--- src/rtl/pipe_ctrl.sv ---
// pipe_ctrl: sequences PC, IF/ID and ID/EX stall/flush commands from jump,
// load-use, multi-cycle EX and debug-halt events.
module pipe_ctrl #(
  parameter int unsigned FLUSH_CYCLES = 1
) (
  input  logic        clk,
  input  logic        rst,
  input  logic        jump_en_i,
  input  logic [31:0] jump_addr_i,
  input  logic        ex_busy_i,
  input  logic        ex_is_load_i,
  input  logic [4:0]  ex_rd_addr_i,
  input  logic [4:0]  id_rs1_addr_i,
  input  logic [4:0]  id_rs2_addr_i,
  input  logic        id_rs1_ren_i,
  input  logic        id_rs2_ren_i,
  input  logic        halt_req_i,
  output logic        jump_en_o,
  output logic [31:0] jump_addr_o,
  output logic        stall_pc_o,
  output logic        stall_if_id_o,
  output logic        stall_id_ex_o,
  output logic        flush_if_id_o,
  output logic        flush_id_ex_o,
  output logic        halt_ack_o,
  output logic [31:0] stall_cnt_o,
  output logic [31:0] flush_cnt_o
);

  typedef enum logic [1:0] {RUN, FLUSH, BUSY, HALT} state_t;

  // Flush cycles remaining after the jump cycle and the first FLUSH cycle.
  localparam logic [2:0] FCNT_INIT = 3'((FLUSH_CYCLES > 1) ? (FLUSH_CYCLES - 2) : 0);

  state_t      state_q, state_d;
  logic [2:0]  fcnt_q, fcnt_d;
  logic [31:0] stall_cnt_q, flush_cnt_q;
  logic        load_use;
  logic        run_eval;

  // EX load whose destination is read by the instruction in ID.
  assign load_use = ex_is_load_i && (ex_rd_addr_i != 5'd0) &&
                    ((id_rs1_ren_i && (id_rs1_addr_i == ex_rd_addr_i)) ||
                     (id_rs2_ren_i && (id_rs2_addr_i == ex_rd_addr_i)));

  // State, flush countdown and event counters.
  // NOTE: sequential state uses non-blocking assignments so every register
  // samples pre-edge values regardless of statement order.
  always_ff @(posedge clk or negedge rst) begin
    if (!rst) begin
      state_q     <= RUN;
      fcnt_q      <= 3'd0;
      stall_cnt_q <= 32'd0;
      flush_cnt_q <= 32'd0;
    end else begin
      state_q <= state_d;
      fcnt_q  <= fcnt_d;
      if (stall_pc_o) stall_cnt_q <= stall_cnt_q + 32'd1;
      if (jump_en_o)  flush_cnt_q <= flush_cnt_q + 32'd1;
    end
  end

  // Next state and Mealy control outputs.
  always_comb begin
    // NOTE: every output gets a default first so no path leaves a latch.
    state_d       = state_q;
    fcnt_d        = fcnt_q;
    run_eval      = 1'b0;
    jump_en_o     = 1'b0;
    jump_addr_o   = 32'd0;
    stall_pc_o    = 1'b0;
    stall_if_id_o = 1'b0;
    stall_id_ex_o = 1'b0;
    flush_if_id_o = 1'b0;
    flush_id_ex_o = 1'b0;
    halt_ack_o    = 1'b0;

    case (state_q)
      RUN: run_eval = 1'b1;
      FLUSH: begin
        flush_if_id_o = 1'b1;
        flush_id_ex_o = 1'b1;
        if (fcnt_q == 3'd0) state_d = RUN;
        else                fcnt_d  = fcnt_q - 3'd1;
      end
      BUSY: begin
        if (ex_busy_i) begin
          stall_pc_o    = 1'b1;
          stall_if_id_o = 1'b1;
          stall_id_ex_o = 1'b1;
        end else begin
          // EX result completes this cycle, so evaluate as a normal RUN cycle.
          state_d  = RUN;
          run_eval = 1'b1;
        end
      end
      HALT: begin
        stall_pc_o    = 1'b1;
        stall_if_id_o = 1'b1;
        flush_id_ex_o = 1'b1;
        halt_ack_o    = 1'b1;
        if (!halt_req_i) state_d = RUN;
      end
      default: state_d = RUN;
    endcase

    if (run_eval) begin
      if (jump_en_i) begin
        jump_en_o     = 1'b1;
        jump_addr_o   = jump_addr_i;
        flush_if_id_o = 1'b1;
        flush_id_ex_o = 1'b1;
        if (FLUSH_CYCLES > 1) begin
          state_d = FLUSH;
          fcnt_d  = FCNT_INIT;
        end else begin
          state_d = RUN;
        end
      end else if (ex_busy_i) begin
        stall_pc_o    = 1'b1;
        stall_if_id_o = 1'b1;
        stall_id_ex_o = 1'b1;
        state_d       = BUSY;
      end else if (load_use) begin
        stall_pc_o    = 1'b1;
        stall_if_id_o = 1'b1;
        flush_id_ex_o = 1'b1;
      end else if (halt_req_i) begin
        state_d = HALT;
      end
    end
  end

  assign stall_cnt_o = stall_cnt_q;
  assign flush_cnt_o = flush_cnt_q;

endmodule

--- config.mk ---
export PLATFORM = sky130hd
export DESIGN_NAME = pipe_ctrl
export DESIGN_NICKNAME = d
export VERILOG_FILES = /design/src/rtl/pipe_ctrl.sv
export SDC_FILE = /design/constraint.sdc
export NUM_CORES = 1
export LEC_CHECK = 0
export BUFFER_PORTS_ARGS = -buffer_cell sky130_fd_sc_hd__buf_4
export CORE_ASPECT_RATIO = 0.8
export CORE_MARGIN = 2
export CORE_UTILIZATION = 43
export DETAILED_ROUTE_END_ITERATION = 12
export PLACE_DENSITY_LB_ADDON = 0.12
export SYNTH_ARGS = -nofsm -noshare
export SYNTH_HDL_FRONTEND = slang
export SYNTH_SLANG_ARGS = --single-unit
--- constraint.sdc ---
create_clock -name clk -period 1.95 [get_ports clk]
set_input_delay 0.2925 -clock clk [delete_from_list [all_inputs] [get_ports clk]]
set_output_delay 0.2925 -clock clk [all_outputs]
set_load 0.005 [all_outputs]
* After elaboration in Yosys (flattened, before gate mapping)
Cells that the tools add are included.
** Operators by class
- $add $sub $neg :: 3
- Equality and inequality tests :: 5
- Muxes and demuxes :: 34
- Bitwise operators :: 1
- Reduce and logical (&&, ||, !) cells :: 10
** Operator list (count)
- 32-bit by 1-bit adder with 32-bit output, second input constant :: 2
- 32-bit 2-to-1 mux :: 2
- 1-bit 2-to-1 mux :: 21
- 2-bit 2-to-1 mux :: 8
- 5-bit equality test :: 2
- 2-bit one-hot mux with 3 select lines :: 1
- 5-bit nonzero test :: 1
- 2-bit equality test, second input constant :: 2
- 1-bit logical AND :: 4
- 1-bit one-hot mux with 2 select lines :: 2
- 3-bit logical NOT :: 1
- 3-bit by 1-bit subtractor with 3-bit output, second input constant :: 1
- 2-bit by 1-bit equality test with 1-bit output, second input constant :: 1
- 2-bit logical NOT :: 1
- 2-bit AND reduction :: 1
- 2-bit OR reduction :: 1
- 1-bit logical OR :: 1
- 1-bit inverter :: 1
** Word-level totals
- Bits in registers :: 69
- Input bits :: 55

* Depth between registers and ports, before layout
Gate-level depths: netlist (run 1).
- Word-level depth :: 8
- Depth in mapped cells :: 8
- Depth with buffers taken out :: 7

* Worst setup path after synthesis (run 1)
OpenSTA, ideal clock, no wires.
- Path kind :: in2out
- From :: in ex_rd_addr_i[1]
- To :: out stall_pc_o
- Arrival time :: 1.589 ns
- Setup slack :: 0.068 ns
- Stages :: 6
- Path buffers :: 3
- Path through :: or4_1 -> o21a_1 -> a31o_1 -> buf_6 -> buf_6 -> buf_4
** On the way
- Longest elaborated chain between the ends :: 8
- Elaborated cells between the ends (all ways) :: 12
- Those cells by class :: eq/ne: 2; mux: 4; reduce/logical: 6
** Ends and longest elaborated chain
- start, declared :: line 12 : input logic [4:0] ex_rd_addr_i,
- 5-bit equality test (on tied branches) :: line 43, 44
- 1-bit logical AND (on tied branches) :: line 43, 44
- 1-bit logical OR :: line 43 : ((id_rs1_ren_i && (id_rs1_addr_i == ex_rd_addr_i)) ||
- 1-bit logical AND * :: line 42 : assign load_use = ex_is_load_i && (ex_rd_addr_i != 5'd0) &&
- 1-bit 2-to-1 mux * (4 in series)
- end, declared :: line 20 : output logic stall_pc_o,
Every way passes the cells marked *; elsewhere a longest branch is shown, timed or not.

* Final worst setup path (run 1)
- From :: reg state_q[0]
- To :: out stall_pc_o
** On the way
- Longest elaborated chain between the ends :: 6
- Elaborated cells between the ends (all ways) :: 9
- Those cells by class :: eq/ne: 2; mux: 6; reduce/logical: 1
** Ends and longest elaborated chain
- start, declared :: line 35 : state_t state_q, state_d;
- start signal, assigned :: line 56 : state_q <= state_d;
- 2-bit equality test :: line 78 : case (state_q)
- 1-bit one-hot mux with 2 select lines :: line 78
- 1-bit 2-to-1 mux :: line 124 : end else if (load_use) begin
- 1-bit 2-to-1 mux :: line 119 : end else if (ex_busy_i) begin
- 1-bit 2-to-1 mux :: line 108 : if (jump_en_i) begin
- 1-bit 2-to-1 mux * :: line 107 : if (run_eval) begin
Marked as above.

==> results of run 1 <==
## per-layer routing
metal / global-route usage / wire [um] / up-vias
li1: - / - / 1599
met1: 0.260 / 4110 / 1528
met2: 0.344 / 4470 / 110
met3: 0.0594 / 538 / 9
met4: 0.0602 / 87 / 0
met5: 0 / 0 / -
## timing repair
action / CTS / global route
endpoints found under the hold margin: 25 / 0
buffers inserted: 0 / 2
gates cloned: 0 / 0
gates resized for setup: 4 / 5
setup endpoints to repair: 5 / 8
hold buffers: 1 / 0
pin swaps: 0 / 1
## flip-flops by register name, indices dropped and copies added (netlist names)
| name | flops |
|---|---|
| flush_cnt_o | 32 |
| stall_cnt_o | 32 |
| fcnt_q | 3 |
| state_q | 2 |
## layout by cell type (no fill, tap or decap), types with 2 or more instances in the layout
cell type	n
nor3_1	8
dfrtp_1	69
nand2b_1	3
nand3_1	22
nand2_1	25
mux2_2	2
inv_1	4
o21ai_0	4
buf_4	178
and3_1	44
xnor2_1	55
a21o_1	2
ha_1	4
xor2_1	18
bufinv_16	3
buf_12	3
nor2b_1	2
nor3_2	2
clkbuf_8	11
and2_1	3
nor2_1	15
nand4_1	24
and4_1	11
## through the flow
stage / instances / worst slack [ns]
2_1_floorplan: 353 / 0.0684
3_3_place_gp: 628 / -0.0825
3_5_place_dp: 628 / -0.0830
4_1_cts: 645 / 0.0120
5_1_grt: 647 / -0.0519
6_report: 647 / 0.0510
## worst max path at each step
stage	startpoint	to	slack [ns]	cells past startpoint
after detailed placement	ex_rd_addr_i[1]	stall_cnt_o[29]	-0.08	7
after global placement	ex_rd_addr_i[1]	stall_cnt_o[29]	-0.08	7
after floorplan	ex_rd_addr_i[1]	stall_pc_o	0.07	6
final	state_q[0]	stall_pc_o	0.05	5
after CTS	state_q[0]	flush_id_ex_o	0.01	6
after global routing	state_q[1]	flush_id_ex_o	-0.05	6
## logic make-up (layout without fill, tap and decap cells)
kind of cell	Yosys count	in the layout	share of synthesized area
buf+inv	20	202	0.0282
mux	2	2	0.00618
xor+xnor	73	73	0.176
simple gates	169	169	0.266
fa+ha+maj	4	4	0.0137
compound gates	16	16	0.0361
flops	69	69	0.474
## where the power goes
| part | switching [uW] | total (uW) | internal, uW |
|---|---|---|---|
| clock | 541 | 1460 | 922 |
| combinational | 422 | 980 | 558 |
| sequential | 181 | 1740 | 1560 |
## cell type report
class                           count  area, um^2
Clock inverter                      5         106
Inverter                            4        15.0
Fill cell                         693        2990
Tap cell                          112         140
Sequential cell                    69        1730
Clock buffer                       11         151
Multi-Input combinational cell    264        1830
Timing Repair Buffer              182        1410
## critical path: cells and delay by family (launching register included)
kind / cells / cell delay (ns)
DFF: 1 / 0.42
AOI/OAI and AO/OA: 2 / 0.48
buffers and inverters: 2 / 0.33
and+or+nand+nor: 1 / 0.05
==> out/results.tsv, run 1 <==
stage	metric	value	unit
worst_setup_path	Critical Path Sink Type	output port	
yosys	post-synthesis net count	412	
floorplan	die height	86.3	um
route	detailed-route via count	3246	
global_routing	Remaining Overflow, GRT	0	
global_routing	vias in the first global route	3230	
cts	clk sinks	69	
timing	actual slew at the worst max-slew pin	0.367	ns
cts	register clock-pin slew on the reported worst setup and hold paths	0.06	ns
yosys	most common cell in the synthesized netlist	dfrtp_1	
yosys	ys async rst share	1.00	
timing	unrepaired setup endpoints after global routing	yes	
worst_setup_path	CP peak stage delay	0.42	ns
route	wire per inst	14.2	um
finish	Nets	589	
timing	final worst path period share	0.974	
worst_setup_path	Worst Path Required	1.66	ns
timing	Min Hold Slack	0.219	ns
worst_setup_path	type of origin of the critical path	flop	
timing	Max-slew headroom	0.756	
floorplan	I/O pins	158	
worst_setup_path	Worst R2R End	stall_cnt_o[31]	
yosys	Syn. warnings	0	
yosys	most area-consuming cells after synthesis	dfrtp_1, xnor2_1, and3_1	
cts	# H-tree levels	3	
min_path	worst hold endpoint	state_q[1]	
route	Residual DRC	0	
route	DR pass1 iterations	4	
timing	Final Skew	0.0133	ns
cts	CTS buffer count	9	
min_path	Hold WC Path Type	input port to flop	
worst_setup_path	critical path's slowest cell	dfrtp_1	
route	DRT iter0 DRCs	115	
floorplan	Die W	107	um
yosys	Synth top area share	0.474	
yosys	mean post-synth cell area	10.3	um^2
placement	placed inst area	5060	um^2
worst_setup_path	setup slack, reg-to-reg	0.15	ns
global_routing	initial antenna violation count	0	
power_and_ir_drop	leakage	0.00275	uW
cts	Skew-Pair Late Insertion Delay	0.34	ns
finish	post-layout util	0.642	
finish	number of diodes	0	
floorplan	placement row count	30	
timing	Period minus WS final	1.90	ns
finish	design area	5380	um^2
worst_setup_path	CP dominant cell by count	buf_4	
placement	Final HPWL DP	6950	um
cts	CTS root buffer	clkbuf_8	
yosys	EDFF count, synth	0	
yosys	Netlist Area Pre-Place	3640	um^2
finish	layout cells sized above 1	0.393	
outcome	status	finished, final reports clean	
yosys	synthesis-stage register bit count	69	
global_routing	largest net degree at the start of global routing	36	
yosys	Seq/Total Area, Yosys	0.474	
route	final antenna-violating net count	0	
worst_setup_path	worst-path cell chain	buf_4 -> nor2_1 -> o22a_1 -> a31o_2 -> buf_4	
worst_setup_path	critical path class	flop to output port	
route	DR vias/cell	5.02	
power_and_ir_drop	Design Power	4180	uW
timing	setup tns final	0	ns
yosys	commonest cells in the netlist	dfrtp_1, xnor2_1, and3_1	
cts	Longest Clk Path Bufs	2	
timing	Slew Limit Fails	0	
power_and_ir_drop	VDD IR max	0.000369	V
placement	GPL Wtd Cong	0.821	
worst_setup_path	R2R depth	6	
worst_setup_path	Reg2Reg Launch Point	stall_cnt_o[10]	
cts	CTS tree	built	
yosys	Netlist cell types	42	
timing	Setup-failing EPs final	0	
finish	area grow syn2layout	47.6	%
timing	Final Hold Vio Count	0	
yosys	post-synth top area cell	dfrtp_1	
min_path	Hold Path Depth	3	
global_routing	total track usage	0.205	
global_routing	first-pass GRT wire length	15100	um
power_and_ir_drop	PD cells	778	nW/um^2
yosys	Most used DFF post-synth	dfrtp_1	
placement	Port Buf Inserts	157	
worst_setup_path	crit path DAT	1.61	ns
floorplan	Initial Util	0.435	
route	final WL	9210	um
worst_setup_path	Crit Path Max Fanout	8	
flow_run	MaxCap Viol Count	0	
timing	Max Fclk	527	MHz
floorplan	Die ar.	9230	um^2
yosys	Mapped Cells	353	
min_path	hold_sp	halt_req_i	
floorplan	Core ar.	8370	um^2
Note: power is estimated with default switching activity, not from simulation.
==> run 2: changes to the inputs <==
--- a/config.mk
+++ b/config.mk
@@ -10,7 +10,7 @@
 export CORE_MARGIN = 2
 export CORE_UTILIZATION = 43
 export DETAILED_ROUTE_END_ITERATION = 12
-export PLACE_DENSITY_LB_ADDON = 0.12
+export PLACE_DENSITY_LB_ADDON = 0.1
 export SYNTH_ARGS = -nofsm -noshare
 export SYNTH_HDL_FRONTEND = slang
 export SYNTH_SLANG_ARGS = --single-unit
==> run 2 against run 1 <==
Total power decreased by 0.50%. First-iteration DRC count increased by 83%. Combinational power about the same. Worst setup slack got worse by 0.013 ns. Highest routed layer unchanged. Clock-buffer cell count unchanged. Critical path type unchanged. Clock skew decreased by 0.0035 ns. Sequential share of layout area increased by 0.16 points. Largest cell class unchanged. Non-clock buffer count increased by 2. Flip-flop and latch count unchanged. Via count increased by 1.0%. Global-route usage increased by 0.58 points.
==> out/results.tsv, run 2 (synthesis gave the netlist of run 1 again) <==
stage	metric	value	unit	change
cts	CTS tree	built		
cts	register clock-pin slew on the reported worst setup and hold paths	0.08	ns	+0.02 ns
worst_setup_path	Crit Path Max Fanout	25		+17
global_routing	first-pass GRT wire length	15300	um	+1.6%
route	wire per inst	14.7	um	+3.4%
worst_setup_path	type of origin of the critical path	flop		
finish	commonest non-fill, non-tap cells in the layout	buf_4, dfrtp_1, xnor2_1		
timing	Final Skew	0.00979	ns	-0.00353 ns
global_routing	Remaining Overflow, GRT	0		unchanged
floorplan	die height	86.3	um	unchanged
timing	final worst path period share	0.981		+0.00681
min_path	Hold WC Path Type	input port to asynchronous set/reset pin		
floorplan	Die W	107	um	unchanged
floorplan	I/O pins	158		unchanged
placement	GPL Wtd Cong	0.779		-5.1%
placement	Port Buf Inserts	157		unchanged
global_routing	total track usage	0.211		+0.00583
timing	unrepaired setup endpoints after global routing	yes		
cts	Skew-Pair Late Insertion Delay	0.34	ns	about the same
finish	Final Non-Filler Cells	649		+0.31%
timing	Max-slew headroom	0.421		-0.334
timing	Max Fclk	523	MHz	-0.69%
power_and_ir_drop	leakage	0.00276	uW	+0.46%
floorplan	Die ar.	9230	um^2	unchanged
cts	CTS Hold Bufs	0		-1
cts	Longest Clk Path Bufs	2		unchanged
timing	Setup-failing EPs final	0		unchanged
timing	setup tns final	0	ns	unchanged
route	DR vias/cell	5.05		+0.71%
worst_setup_path	Reg2Reg Launch Point	state_q[0]		
route	DR pass1 iterations	4		unchanged
cts	clk sinks	69		unchanged
outcome	status	finished, final reports clean		
cts	CTS root buffer	clkbuf_8		
worst_setup_path	Worst Path Required	1.66	ns	about the same
cts	# H-tree levels	3		unchanged
global_routing	largest net degree at the start of global routing	70		+94%
route	final antenna-violating net count	0		unchanged
cts	CTS buffer count	9		unchanged
worst_setup_path	crit path DAT	1.62	ns	about the same
worst_setup_path	Setup crit start	state_q[0]		
floorplan	placement row count	30		unchanged
finish	Nets	591		+0.34%
flow_run	MaxCap Viol Count	0		unchanged
timing	actual slew at the worst max-slew pin	0.868	ns	+0.502 ns
route	final WL	9550	um	+3.7%
global_routing	initial antenna violation count	0		unchanged
finish	number of diodes	0		unchanged
timing	Period minus WS final	1.91	ns	+0.0133 ns
floorplan	Core ar.	8370	um^2	unchanged
floorplan	Initial Util	0.435		unchanged
finish	area grow syn2layout	46.9	%	
power_and_ir_drop	PD cells	778	nW/um^2	about the same
global_routing	vias in the first global route	3150		-2.5%
route	DRT iter0 DRCs	211		+83%
finish	commonest non-fill, non-tap cell in the layout	buf_4		
timing	Final Hold Vio Count	0		unchanged
power_and_ir_drop	VDD IR max	0.000341	V	-7.6%
route	Residual DRC	0		unchanged
route	detailed-route via count	3279		+1.0%
placement	Final HPWL DP	7170	um	+3.2%
finish	layout cells sized above 1	0.389		-0.00332
timing	Slew Limit Fails	0		unchanged
worst_setup_path	Critical Path Sink Type	output port		
worst_setup_path	critical path class	flop to output port		
placement	placed cells	628		unchanged
-- run 2: stage by stage --
stage / instance area, um^2 / utilization / power, uW / hold slack (ns) / worst slack [ns]
floorplan: 3640 / - / 2160 / -0.00309 / 0.0684
CTS: 5310 / 0.634 / 4190 / 0.0860 / 0.0105
detailed placement: 5040 / 0.602 / 2730 / 0.463 / -0.101
finish: 5350 / 0.639 / 4160 / 0.0550 / 0.0378
global placement: 5040 / 0.602 / 2700 / 0.462 / -0.0842
global route: 5350 / 0.639 / 4390 / 0.116 / -0.0623
-- run 2: routing by layer --
| metal | up-vias | wire [um] | track usage |
|---|---|---|---|
| li1 | 1606 | - | - |
| met1 | 1555 | 4140 | 0.270 |
| met2 | 110 | 4710 | 0.353 |
| met3 | 8 | 614 | 0.0639 |
| met4 | 0 | 85 | 0.0531 |
| met5 | - | 0 | 0 |
-- run 2: timing repair --
action,4_1_cts,5_1_grt
pin swaps,0,1
gates resized for setup,4,2
setup buffers,1,4
endpoints found under the setup margin,5,8
-- run 2: cell type report --
class / count / area [um^2]
Multi-Input combinational cell: 264 / 1830
Tap cell: 112 / 140
Clock inverter: 5 / 108
Fill cell: 718 / 3020
Timing Repair Buffer: 184 / 1390
Sequential cell: 69 / 1730
Clock buffer: 11 / 141
Inverter: 4 / 15.0
-- run 2: path summary, 6_finish.rpt --
path / to / slack (ns) / depth (start not counted)
setup / recovery: jump_en_o / 0.04 / 5
hold / removal: stall_cnt_o[5] / 0.05 / 1
setup reg to reg: flush_cnt_o[31] / 0.14 / 6
hold reg to reg: fcnt_q[0] / 0.47 / 1
max in group asynchronous: flush_cnt_o[0] / 1.32 / 1
min in group clk: state_q[1] / 0.23 / 3
-- run 2: power breakdown --
part | switching [uW] | total [uW] | internal, uW
logic | 429 | 982 | 554
clock network | 555 | 1450 | 890
registers | 176 | 1730 | 1560
-- run 2: worst max-delay path, stage by stage, from the launching register on --
cell	delay [ns]
dfrtp_1	0.43
a21oi_4	0.21
buf_12	0.18
and2_1	0.19
buf_4	0.16
buf_4	0.11
